===== src/rtl/pong_pkg.sv =====
// -----------------------------------------------------------------------------
// pong_pkg
// Shared definitions for the Pingpong game controller.
//   state_e  : game state encoding, also the value driven on pong_game_ctrl.state
//   SCORE_W  : width of each player's score
//   sat_inc  : score increment that stops at a limit instead of wrapping
// -----------------------------------------------------------------------------
package pong_pkg;

  localparam int SCORE_W = 4;

  typedef enum logic [2:0] {
    ST_IDLE  = 3'd0,
    ST_SERVE = 3'd1,
    ST_PLAY  = 3'd2,
    ST_PAUSE = 3'd3,
    ST_POINT = 3'd4,
    ST_OVER  = 3'd5
  } state_e;

  function automatic logic [SCORE_W-1:0] sat_inc(input logic [SCORE_W-1:0] s,
                                                  input logic [SCORE_W-1:0] lim);
    logic [SCORE_W-1:0] r;
    r = (s >= lim) ? lim : s + 1'b1;
    return r;
  endfunction

endpackage


===== src/rtl/pong_frame_counter.sv =====
// -----------------------------------------------------------------------------
// pong_frame_counter
// 8-bit frame counter used for the serve delay.
//   clk   in  pixel clock
//   rst   in  synchronous active-low reset (count -> 0)
//   i_clr in  synchronous clear, wins over i_en
//   i_en  in  count enable (one frame_tick per frame)
//   o_tc  out terminal count: current count equals TERMINAL
// -----------------------------------------------------------------------------
module pong_frame_counter #(
  parameter logic [7:0] TERMINAL = 8'd59
) (
  input  logic clk,
  input  logic rst,
  input  logic i_clr,
  input  logic i_en,
  output logic o_tc
);

  logic [7:0] r_count;

  always_ff @(posedge clk) begin
    if (!rst) begin
      r_count <= 8'd0;
    end else if (i_clr) begin
      r_count <= 8'd0;
    end else if (i_en) begin
      r_count <= r_count + 8'd1;
    end
  end

  assign o_tc = (r_count == TERMINAL);

endmodule


===== src/rtl/pong_game_ctrl.sv =====
// -----------------------------------------------------------------------------
// pong_game_ctrl
// Game-sequencing FSM for Pingpong. Gates ball motion to one step per frame,
// runs the serve delay, scoring, pause and game-over, and exposes state/score.
//   clk         in  pixel clock, rising edge
//   rst         in  synchronous active-low reset
//   frame_tick  in  one-cycle pulse per frame
//   key_pulse   in  [4:0] debounced key pulses (KEY_START / KEY_PAUSE bits)
//   hit_l/hit_r in  ball touched left/right paddle (sampled on frame_tick)
//   miss_l/r    in  ball passed left/right goal line (sampled on frame_tick)
//   ball_step   out strobe: advance ball one step
//   ball_load   out strobe: recentre ball, load serve_dir
//   bounce_x    out strobe with ball_step: negate x-velocity
//   serve_dir   out 0 = serve left, 1 = serve right
//   state       out [2:0] current state (pong_pkg::state_e)
//   score_l/r   out [3:0] player scores
//   winner      out valid in OVER: 0 = left, 1 = right
// All outputs are registered; strobes appear the cycle after the deciding edge.
// -----------------------------------------------------------------------------
module pong_game_ctrl
  import pong_pkg::*;
#(
  parameter int WIN_SCORE    = 7,
  parameter int SERVE_FRAMES = 60,
  parameter int KEY_START    = 0,
  parameter int KEY_PAUSE    = 4
) (
  input  logic                clk,
  input  logic                rst,
  input  logic                frame_tick,
  input  logic [4:0]          key_pulse,
  input  logic                hit_l,
  input  logic                hit_r,
  input  logic                miss_l,
  input  logic                miss_r,
  output logic                ball_step,
  output logic                ball_load,
  output logic                bounce_x,
  output logic                serve_dir,
  output logic [2:0]          state,
  output logic [SCORE_W-1:0]  score_l,
  output logic [SCORE_W-1:0]  score_r,
  output logic                winner
);

  localparam logic [SCORE_W-1:0] WIN_S   = SCORE_W'(WIN_SCORE);
  localparam logic [7:0]         SERVE_TC = 8'(SERVE_FRAMES - 1);

  state_e               r_state;
  state_e               w_state_nxt;
  logic                 r_ball_step, r_ball_load, r_bounce_x, r_serve_dir, r_winner;
  logic [SCORE_W-1:0]   r_score_l, r_score_r;
  logic                 w_ball_step_nxt, w_ball_load_nxt, w_bounce_nxt;
  logic                 w_serve_dir_nxt, w_winner_nxt;
  logic [SCORE_W-1:0]   w_score_l_nxt, w_score_r_nxt;
  logic                 w_key_start, w_key_pause, w_win, w_tc, w_cnt_clr;
  logic                 w_unused_keys;

  // START beats PAUSE when both arrive together.
  assign w_key_start   = key_pulse[KEY_START];
  assign w_key_pause   = key_pulse[KEY_PAUSE] & ~w_key_start;
  assign w_unused_keys = &{1'b0, key_pulse};
  assign w_win         = (r_score_l == WIN_S) | (r_score_r == WIN_S);

  // Counter only runs in SERVE; it is zeroed everywhere else and on release.
  assign w_cnt_clr = (r_state != ST_SERVE) | (frame_tick & w_tc);

  pong_frame_counter #(
    .TERMINAL (SERVE_TC)
  ) u_serve_cnt (
    .clk   (clk),
    .rst   (rst),
    .i_clr (w_cnt_clr),
    .i_en  (frame_tick),
    .o_tc  (w_tc)
  );

  // State register
  always_ff @(posedge clk) begin
    if (!rst) r_state <= ST_IDLE;
    else      r_state <= w_state_nxt;
  end

  // Next-state logic
  always_comb begin
    w_state_nxt = r_state;
    case (r_state)
      ST_IDLE:  if (w_key_start) w_state_nxt = ST_SERVE;
      ST_SERVE: if (frame_tick && w_tc) w_state_nxt = ST_PLAY;
      ST_PLAY: begin
        // A pause arriving with frame_tick drops that frame entirely.
        if (w_key_pause)                w_state_nxt = ST_PAUSE;
        else if (frame_tick) begin
          if (miss_l && miss_r)         w_state_nxt = ST_SERVE;
          else if (miss_l || miss_r)    w_state_nxt = ST_POINT;
        end
      end
      ST_PAUSE: begin
        if (w_key_start)      w_state_nxt = ST_IDLE;
        else if (w_key_pause) w_state_nxt = ST_PLAY;
      end
      ST_POINT: w_state_nxt = w_win ? ST_OVER : ST_SERVE;
      ST_OVER:  if (w_key_start) w_state_nxt = ST_SERVE;
      default:  w_state_nxt = ST_IDLE;
    endcase
  end

  // Output logic (next values of the registered outputs)
  always_comb begin
    w_ball_step_nxt = 1'b0;
    w_ball_load_nxt = 1'b0;
    w_bounce_nxt    = 1'b0;
    w_serve_dir_nxt = r_serve_dir;
    w_score_l_nxt   = r_score_l;
    w_score_r_nxt   = r_score_r;
    w_winner_nxt    = r_winner;
    case (r_state)
      ST_IDLE: begin
        if (w_key_start) begin
          w_ball_load_nxt = 1'b1;
          w_score_l_nxt   = '0;
          w_score_r_nxt   = '0;
        end
      end
      ST_PLAY: begin
        if (!w_key_pause && frame_tick) begin
          if (miss_l && miss_r) begin
            w_ball_load_nxt = 1'b1;
          end else if (miss_l) begin
            w_score_r_nxt   = sat_inc(r_score_r, WIN_S);
            w_serve_dir_nxt = 1'b0;
          end else if (miss_r) begin
            w_score_l_nxt   = sat_inc(r_score_l, WIN_S);
            w_serve_dir_nxt = 1'b1;
          end else begin
            w_ball_step_nxt = 1'b1;
            w_bounce_nxt    = hit_l | hit_r;
          end
        end
      end
      ST_POINT: begin
        // serve_dir points at the loser, so the scorer is its complement.
        if (w_win) w_winner_nxt    = ~r_serve_dir;
        else       w_ball_load_nxt = 1'b1;
      end
      ST_OVER: begin
        if (w_key_start) begin
          w_ball_load_nxt = 1'b1;
          w_score_l_nxt   = '0;
          w_score_r_nxt   = '0;
          w_serve_dir_nxt = ~r_winner;
        end
      end
      default: ;
    endcase
  end

  // Output registers
  always_ff @(posedge clk) begin
    if (!rst) begin
      r_ball_step <= 1'b0;
      r_ball_load <= 1'b0;
      r_bounce_x  <= 1'b0;
      r_serve_dir <= 1'b1;
      r_score_l   <= '0;
      r_score_r   <= '0;
      r_winner    <= 1'b0;
    end else begin
      r_ball_step <= w_ball_step_nxt;
      r_ball_load <= w_ball_load_nxt;
      r_bounce_x  <= w_bounce_nxt;
      r_serve_dir <= w_serve_dir_nxt;
      r_score_l   <= w_score_l_nxt;
      r_score_r   <= w_score_r_nxt;
      r_winner    <= w_winner_nxt;
    end
  end

  assign ball_step = r_ball_step;
  assign ball_load = r_ball_load;
  assign bounce_x  = r_bounce_x;
  assign serve_dir = r_serve_dir;
  assign state     = r_state;
  assign score_l   = r_score_l;
  assign score_r   = r_score_r;
  assign winner    = r_winner;

endmodule


===== config.mk =====
export PLATFORM = sky130hd
export DESIGN_NAME = pong_game_ctrl
export DESIGN_NICKNAME = d
export VERILOG_FILES = /design/src/rtl/pong_pkg.sv /design/src/rtl/pong_frame_counter.sv /design/src/rtl/pong_game_ctrl.sv
export SDC_FILE = /design/constraint.sdc
export NUM_CORES = 1
export LEC_CHECK = 0
export ABC_AREA = 1
export BUFFER_PORTS_ARGS = -buffer_cell sky130_fd_sc_hd__buf_4
export CAP_MARGIN = 20
export CORE_MARGIN = 2
export CORE_UTILIZATION = 55
export DETAILED_ROUTE_END_ITERATION = 12
export MAX_ROUTING_LAYER = met4
export PLACE_DENSITY = 0.82
export SLEW_MARGIN = 20
export SYNTH_ARGS = -nofsm -noshare
export SYNTH_HDL_FRONTEND = slang
export SYNTH_SLANG_ARGS = --single-unit

===== constraint.sdc =====
create_clock -name clk -period 2.5 [get_ports clk]
set_input_delay 0.25 -clock clk [delete_from_list [all_inputs] [get_ports clk]]
set_output_delay 0.25 -clock clk [all_outputs]
set_load 0.02 [all_outputs]

==> impl_metrics.json, run 1 <==
{
  "root_buffer": "clkbuf_4",
  "endpoint_kind": "flop",
  "hold_start": "hit_l",
  "core_sq_um": 2480,
  "die_h_um": 55.3,
  "syn_area_sq_um": 1450,
  "rr_startpoint": "state[0]",
  "wl_met2_um": 1630,
  "worstPathArrival_ns": 1.74,
  "synthCells": 197,
  "finalSetupTns_ns": 0,
  "cts_buffer_depth": 2,
  "place_area_sq_um": 1630,
  "route.layer.met1.wl_um": 1340,
  "slew_violations": 0,
  "grt_start_max_net_pins": 15,
  "clock_skew_ns": 0.00399,
  "outcome": "finished clean",
  "ctsResizeCount": 0,
  "required_ns": 2.76,
  "slowest_stage": "dfxtp_1",
  "io_buffers": 24,
  "syn_nets": 212,
  "dp_hpwl_um": 2450,
  "postCtsSetupBuffers": 0,
  "initial_core_util": 0.583,
  "cp-startpoint": "state[0]",
  "htree_levels": 1,
  "worst-setup-path-type": "flop to flop",
  "grt.total_usage": 0.218,
  "die_width_um": 55.3,
  "hold_viol": 0,
  "cts.sinks": 24,
  "postSynthAreaPerCell_sq_um": 7.34,
  "synth_ff_type": "dfxtp_1",
  "max_freq_mhz": 677,
  "fill_cells": 224,
  "multi_input_area_sq_um": 838,
  "fin_crit_ns": 1.48,
  "yosysSeqAreaShare": 0.332,
  "viasPerCell": 5.39,
  "first_pass_iters": 4,
  "routedWlPerCell_um": 12.4,
  "slowest_delay_ns": 0.60,
  "highest_layer": "met4",
  "fin_nets": 237,
  "drv_cap": 0,
  "n_antenna_cell": 0,
  "grt_remaining_overflow": 0,
  "fin_total_pwr_mw": 1.85,
  "gp_congestion": 0.875,
  "ant_nets": 0,
  "rsz0062_at_grt": "false",
  "cts_inserted_buffers": 3,
  "max-slew-margin-rel": 0.725,
  "crit_path_max_fanout": 9,
  "pwr_density_cell_nw_per_um2": 1100,
  "async_flop_share": 0,
  "drt-total-wl_um": 3110,
  "cts_hold_buf": 0,
  "path_cells": "nand3_2 -> nand2_4 -> nand2_4 -> nand2_4 -> nand2_4 -> clkinv_4 -> o21ai_2 -> a21oi_2",
  "synthToLayoutAreaGrowth_pct": 16.3,
  "setup_viol": 0,
  "drive_gt1_frac": 0.267,
  "holdCritPathClass": "primary input to flop",
  "row_count": 18,
  "critical-path-top-cell-by-count": "nand2_4",
  "drc_errors": 0,
  "synth.distinct_cells": 35,
  "irDropWorstVdd_mv": 0.726,
  "grt_pass1_vias": 1287,
  "drtIter0Drc": 27,
  "grt_pass1_wl_um": 5360,
  "design_area_sq_um": 1680,
  "regArea_sq_um": 480,
  "die_area_sq_um": 3050,
  "io_pins": 28,
  "cts.clk_slew.worst_paths_ns": 0.13,
  "wl_met3_um": 127,
  "worst_setup_path_start_kind": "flop",
  "worst_slew_pin_slew_ns": 0.412,
  "synth_edf_count": 0,
  "period_share": 0.591,
  "yosysWarningCount": 0,
  "cts_tree": "done",
  "ys_seq_elements": 24,
  "insertion_delay_ns": 0.31,
  "leakage_nw": 0.737,
  "via_count": 1354,
  "antenna_found_initial": 0
}
==> cells by family (layout without fill, tap and decap cells) <==
kind of cell | after synthesis | count (layout) | share of synthesized area
AOI/OAI and AO/OA | 37 | 37 | 0.160
xor gates and xnor gates | 2 | 2 | 0.0121
adders and majority gates | 3 | 3 | 0.0260
buffers and inverters | 27 | 51 | 0.0874
DFF | 24 | 24 | 0.332
and+or+nand+nor | 104 | 104 | 0.382
==> report_power, final <==
part	internal [mW]	switching, mW
Sequential	0.467	0.124
Combinational	0.367	0.613
Clock	0.162	0.118
Total	0.996	0.855
==> Yosys cell counts (2+ instances only) <==
cell type,instances,area share
o21ai_4,2,0.023
dfxtp_1,24,0.33
nor2_1,31,0.081
inv_1,18,0.047
o211ai_1,2,0.010
ha_1,3,0.026
buf_6,2,0.016
inv_2,4,0.010
nand3_1,5,0.017
nand3_2,4,0.028
o21ai_1,4,0.014
xor2_1,2,0.012
o21a_1,2,0.010
a21oi_1,18,0.062
nand2_1,33,0.086
nand2_2,5,0.022
nand4_1,5,0.022
nor3_1,4,0.014
nand2_4,6,0.047
o21ai_0,5,0.017
nor2_2,4,0.017
==> per-layer routing <==
| layer | up-vias | global-route usage |
|---|---|---|
| met4 | 0 | 0.0418 |
| met5 | - | - |
| met3 | 2 | 0.0492 |
| li1 | 696 | - |
| met1 | 627 | 0.231 |
| met2 | 29 | 0.412 |
==> final timing paths <==
path	to	slack (ns)	cells past startpoint
min	bounce_x	0.12	2
min reg2reg	u_serve_cnt.r_count[7]	0.50	2
max	score_l[2]	1.02	8
max reg2reg	score_l[2]	1.02	8
==> through the flow <==
step / instances / hold slack [ns] / worst slack, ns / utilization
2_1_floorplan: 197 / 0.360 / 1.13 / -
3_3_place_gp: 247 / 0.447 / 1.11 / 0.657
3_5_place_dp: 247 / 0.455 / 1.06 / 0.657
4_1_cts: 251 / 0.115 / 1.03 / 0.678
5_1_grt: 251 / 0.108 / 0.830 / 0.678
6_report: 251 / 0.121 / 1.02 / 0.678
==> final cells by class <==
class                           instances  share of cell area
Clock buffer                            3              0.0134
Clock inverter                          1              0.0179
Inverter                               23              0.0544
Multi-Input combinational cell        146               0.499
Sequential cell                        24               0.286
Tap cell                               30              0.0223
Timing Repair Buffer                   24               0.107
==> critical path, delay by kind of cell (launching register included) <==
kind,cells,cell delay (ns)
and+or+nand+nor,5,0.61
AOI/OAI and AO/OA,2,0.15
DFF,1,0.60
buffers and inverters,1,0.06
==> sequential cells by signal (all words and copies together), names as in the netlist <==
signal / count
ball_step: 1
ball_load: 1
score_l: 4
winner: 1
score_r: 4
serve_dir: 1
bounce_x: 1
state: 3
u_serve_cnt.r_count: 8
==> cell usage in the layout, fill, tap and decap left out, drive strengths merged <==
| master | instances |
|---|---|
| a311oi | 1 |
| nand2 | 44 |
| a21oi | 19 |
| nor4 | 1 |
| bufinv | 1 |
| nor3 | 5 |
| and2 | 1 |
| o21a | 2 |
| dfxtp | 24 |
| clkinv | 1 |
| nand3 | 10 |
| buf | 24 |
| o21ai | 12 |
| ha | 3 |
| inv | 22 |
| clkbuf | 3 |
| xor2 | 2 |
| or2 | 1 |
| nor2 | 36 |
| nor3b | 1 |
| nand4 | 5 |
| a211oi | 1 |
| o211ai | 2 |
(Power assumes the default switching activity.)
==> run 2: changes to the inputs <==
ABC_AREA = 0   (was 1)
CORE_UTILIZATION = 54   (was 55)
clock period = 1.4 ns   (was 2.5 ns; I/O delays follow)
==> impl_metrics.json, run 2 <==
{
  "slew_violations": 0,
  "pwr_density_cell_nw_per_um2": 1170,
  "period_share": 1.10,
  "synth.most_common_cell": "dfxtp_1",
  "antenna_found_initial": 0,
  "drc_errors": 0,
  "die_area_sq_um": 3000,
  "grt_pass1_wl_um": 5320,
  "required_ns": 1.63,
  "viasPerCell": 5.74,
  "dp_worst_setup_slack_ns": -0.157,
  "crit_path_max_fanout": 3,
  "worst-setup-path-type": "flop to flop",
  "routedWlPerCell_um": 15.1,
  "critPathBufInv": 1,
  "critical-path-top-delay-family": "compound AO/OA/AOI/OAI gates",
  "postSynthAreaPerCell_sq_um": 9.16,
  "layoutNonFillerInstCount": 242,
  "synth_top_area_share": 0.345,
  "violations": "setup timing",
  "synth_top_cells_by_area": "dfxtp_1, mux2i_1, xor2_1, nand2_1, nor4b_4",
  "synthToLayoutAreaGrowth_pct": 44.9,
  "insertion_delay_ns": 0.32,
  "endpoint_kind": "flop",
  "syn_area_sq_um": 1390,
  "row_count": 18,
  "finalWorstSetupSlack_ns": -0.141,
  "ys_top_cells_by_count": "dfxtp_1, nand2_1, nor2_1",
  "fill_cells": 141,
  "ant_nets": 0,
  "max-slew-margin-rel": 0.790,
  "leakage_nw": 0.857,
  "syn_nets": 167,
  "final_cell_mix": "buf_4, dfxtp_1, nand2_1",
  "initial_core_util": 0.567,
  "fin_crit_ns": 1.54,
  "setup_viol": 21,
  "cts_buffer_depth": 2,
  "n_antenna_cell": 0,
  "grt_start_max_net_pins": 16,
  "htree_levels": 1,
  "synth_edf_count": 0,
  "grt.total_usage": 0.256,
  "root_buffer": "clkbuf_4",
  "cts_tree": "done",
  "largest_reg_flops": 8,
  "synth_ff_type": "dfxtp_1",
  "slowest_delay_ns": 0.36,
  "rsz0062_at_grt": "true",
  "worst_slew_pin_slew_ns": 0.314,
  "cts_inserted_buffers": 3,
  "io_pins": 28,
  "path_cells": "ha_4 -> and3_4 -> a311o_2 -> buf_6 -> a31oi_4 -> and4b_1",
  "hold_viol": 0,
  "drt-total-wl_um": 3660,
  "via_count": 1390,
  "cts.sinks": 24,
  "gp_congestion": 0.808,
  "fin_nets": 228,
  "yosysSeqAreaShare": 0.345,
  "finalSetupTns_ns": -1.32,
  "synthCells": 152,
  "worstPathArrival_ns": 1.77,
  "die_h_um": 54.8,
  "worst_setup_path_start_kind": "flop",
  "mostFrequentLayoutCell": "buf_4",
  "dp_hpwl_um": 2630,
  "async_flop_share": 0,
  "yosysTopAreaCell": "dfxtp_1",
  "synth.distinct_cells": 49,
  "ys_seq_elements": 24,
  "io_buffers": 24,
  "slowest_stage": "dfxtp_2",
  "cts.clk_slew.worst_paths_ns": 0.13,
  "cts_hold_buf": 0,
  "first_pass_iters": 4,
  "holdCritPathClass": "primary input to flop",
  "finish.utilization": 0.822,
  "largest_register": "u_serve_cnt.r_count",
  "outcome": "finished with violations",
  "irDropWorstVdd_mv": 1.12,
  "drtIter0Drc": 35,
  "design_area_sq_um": 2020,
  "drv_cap": 0,
  "die_width_um": 54.8,
  "whs_ns": 0.00979,
  "drive_gt1_frac": 0.481,
  "yosysWarningCount": 0,
  "clock_skew_ns": 0.00185,
  "grt_pass1_vias": 1267,
  "max_freq_mhz": 649,
  "placed_cells": 229,
  "grt_remaining_overflow": 0,
  "core_sq_um": 2450,
  "place_area_sq_um": 1810,
  "fin_total_pwr_mw": 2.37
}
[run 2: cell count changes in the layout (fill, tap and decap cells not counted), moves of 4 or more]
cell | previous run | this run
buf_4 | 24 | 59
nor2_1 | 31 | 8
nand2_1 | 33 | 13
inv_1 | 18 | 4
a21oi_1 | 18 | 7
dfxtp_1 | 24 | 17
mux2i_1 | 0 | 7
nand2_4 | 6 | 0
nand3b_1 | 0 | 6
nand2_2 | 5 | 0
nand2b_1 | 0 | 5
dfxtp_2 | 0 | 4
inv_2 | 4 | 0
nor2_2 | 4 | 8
[run 2: final cells by class]
class / count / area (sq um) / share of cell area
Sequential cell: 24 / 497 / 0.246
Timing Repair Buffer: 62 / 478 / 0.237
Tap cell: 30 / 37.5 / 0.0186
Inverter: 4 / 15.0 / 0.00744
Clock buffer: 4 / 36.3 / 0.0180
Multi-Input combinational cell: 118 / 955 / 0.473
[run 2: per-layer routing]
metal,share of wire,GRT usage,up-vias,routed length [um]
met2,0.55,0.490,22,2030
met1,0.41,0.259,686,1490
met3,0.028,0.0383,5,101
met4,0.013,0.0917,0,47
li1,-,-,677,-
met5,0,-,-,0
[run 2: kinds of logic (layout without fill, tap and decap cells)]
family	count (synthesis)	count (layout)	synth area share
compound gates	32	32	0.168
xor+xnor	8	8	0.0503
fa+ha+maj	3	3	0.0270
buf+inv	10	70	0.0359
flops	24	24	0.345
mux	7	7	0.0503
simple gates	68	68	0.323
[run 2: power breakdown]
part | switching (mW) | total, mW | internal, mW
Combinational | 0.543 | 1.16 | 0.613
Clock | 0.214 | 0.373 | 0.159
Sequential | 0.0867 | 0.838 | 0.751
Total | 0.843 | 2.37 | 1.52
[run 2: worst paths after layout]
path                                        startpoint          to  slack (ns)  cells past startpoint
worst max-delay path            u_serve_cnt.r_count[1]    state[0]       -0.14                      6
worst max register to register  u_serve_cnt.r_count[1]    state[0]       -0.14                      6
worst min register to register              score_l[1]  score_l[1]        0.49                      2
worst min-delay path                             hit_l    bounce_x        0.01                      2
[run 2: repair_timing]
item	in CTS	in global routing
setup endpoints to repair	20	22
resized for setup	11	8
buffers inserted	6	3
pin swaps	10	7
[run 2: worst reg2reg max path, cell delays in order, from the launching register on]
cell and delay, ns:
dfxtp_2 0.36, ha_4 0.16, and3_4 0.14, a311o_2 0.33
buf_6 0.13, a31oi_4 0.14, and4b_1 0.20
==> run 3: changes to the inputs <==
CORE_UTILIZATION = 55   (was 54)
CTS_BUF_LIST = sky130_fd_sc_hd__clkbuf_2   (was not set)
PLACE_DENSITY = 0.83   (was 0.82)
==> impl_metrics.json, run 3 (synthesis results as in run 2) <==
{
  "grt_start_max_net_pins": 16,
  "insertion_delay_ns": 0.37,
  "cts_tree": "done",
  "drc_errors": 0,
  "via_count": 1469,
  "worst_slew_pin_slew_ns": 0.434,
  "fill_cells": 116,
  "largest_reg_flops": 8,
  "cp-startpoint": "state[0]",
  "grt.total_usage": 0.282,
  "largest_register": "u_serve_cnt.r_count",
  "initial_core_util": 0.573,
  "multi_input_area_sq_um": 985,
  "final_cell_mix": "buf_4, dfxtp_1, nand2_1",
  "finalWorstSetupSlack_ns": -0.198,
  "drt-total-wl_um": 4300,
  "pwr_density_cell_nw_per_um2": 1200,
  "n_antenna_cell": 0,
  "violations": "setup timing",
  "max_freq_mhz": 626,
  "ant_nets": 0,
  "grt_pass1_wl_um": 5860,
  "die_area_sq_um": 2950,
  "slew_violations": 0,
  "grt_pass1_vias": 1337,
  "holdCritPathClass": "primary input to flop",
  "mostFrequentLayoutCell": "buf_4",
  "rsz0062_at_grt": "true",
  "worst_setup_path_start_kind": "flop",
  "rr_startpoint": "state[0]",
  "io_buffers": 24,
  "placed_cells": 227,
  "crit_path_max_fanout": 6,
  "grt_remaining_overflow": 0,
  "hold_viol": 0,
  "outcome": "finished with violations",
  "root_buffer": "clkbuf_2",
  "worstPathArrival_ns": 1.92,
  "cts.clk_slew.worst_paths_ns": 0.24,
  "regArea_sq_um": 499,
  "clock_skew_ns": 0.00610,
  "layoutNonFillerInstCount": 246,
  "required_ns": 1.72,
  "row_count": 18,
  "gp_congestion": 0.896,
  "routedWlPerCell_um": 17.5,
  "fin_nets": 232,
  "cts_buffer_depth": 2,
  "finish.utilization": 0.862,
  "period_share": 1.14,
  "htree_levels": 1,
  "irDropWorstVdd_mv": 0.977,
  "fin_crit_ns": 1.60,
  "cts_inserted_buffers": 3,
  "core_sq_um": 2430,
  "drv_cap": 0,
  "hold_start": "rst",
  "synthToLayoutAreaGrowth_pct": 50.6,
  "viasPerCell": 5.97,
  "max-slew-margin-rel": 0.706,
  "die_h_um": 54.3,
  "leakage_nw": 0.880,
  "endpoint_kind": "flop",
  "antenna_found_initial": 0,
  "worst-setup-path-type": "flop to flop",
  "setup_viol": 21,
  "drtIter0Drc": 55,
  "drive_gt1_frac": 0.519,
  "dp_hpwl_um": 2510,
  "first_pass_iters": 4,
  "dp_worst_setup_slack_ns": -0.166,
  "cts.sinks": 24,
  "die_width_um": 54.3,
  "io_pins": 28
}
-- run 3: area by class of cell --
class	instances	area share
clock inverters	1	0.0143
well taps	30	0.0179
inverters	4	0.00716
flip-flops and latches	24	0.238
multi-input cells	118	0.470
clock buffers	3	0.00716
repair buffers	66	0.246
-- run 3: metal layers --
layer  wire length [um]  up-vias  global-route usage
met2               2200       65               0.480
met1               1810      720               0.341
met3                237        4              0.0328
li1                   -      680                   -
met4                 45        0               0.104
met5                  0        -                   -
-- run 3: through the flow --
stage	power, mW	hold slack [ns]	area, sq um	TNS (ns)
6_report	2.51	0.0338	2100	-2.01
5_1_grt	2.60	0.0355	2100	-3.19
4_1_cts	2.38	0.0373	2000	-1.39
3_5_place_dp	1.75	0.341	1800	-2.02
3_3_place_gp	1.71	0.338	1800	-1.51
2_1_floorplan	1.43	0.250	1420	-0.678
-- run 3: path summary, 6_finish.rpt --
kind                            slack [ns]    endpoint  cells past startpoint
worst min-delay path                  0.03   serve_dir                      2
worst max-delay path                 -0.20  score_l[0]                      4
worst min register to register        0.49  score_l[1]                      2
worst max register to register       -0.20  score_l[0]                      4
-- run 3: worst max-delay path, stage by stage (launching register included) --
cell and delay, ns:
dfxtp_4 0.42, nand4bb_4 0.30, nor4b_4 0.43, or2_4 0.21
mux2i_1 0.18
-- run 3: what timing repair did --
| item | 4_1_cts | 5_1_grt |
|---|---|---|
| buffers inserted | 8 | 5 |
| hold buffers | 2 | 0 |
| gates resized for setup | 17 | 15 |
| setup endpoints to repair | 21 | 22 |
| pin swaps | 9 | 10 |
| endpoints found under the hold margin | 1 | 0 |
-- run 3: report_power, final --
part	switching, mW	leakage (nW)	internal (mW)
clock	0.232	0.0266	0.246
combinational	0.611	0.654	0.598
sequential	0.0675	0.199	0.755
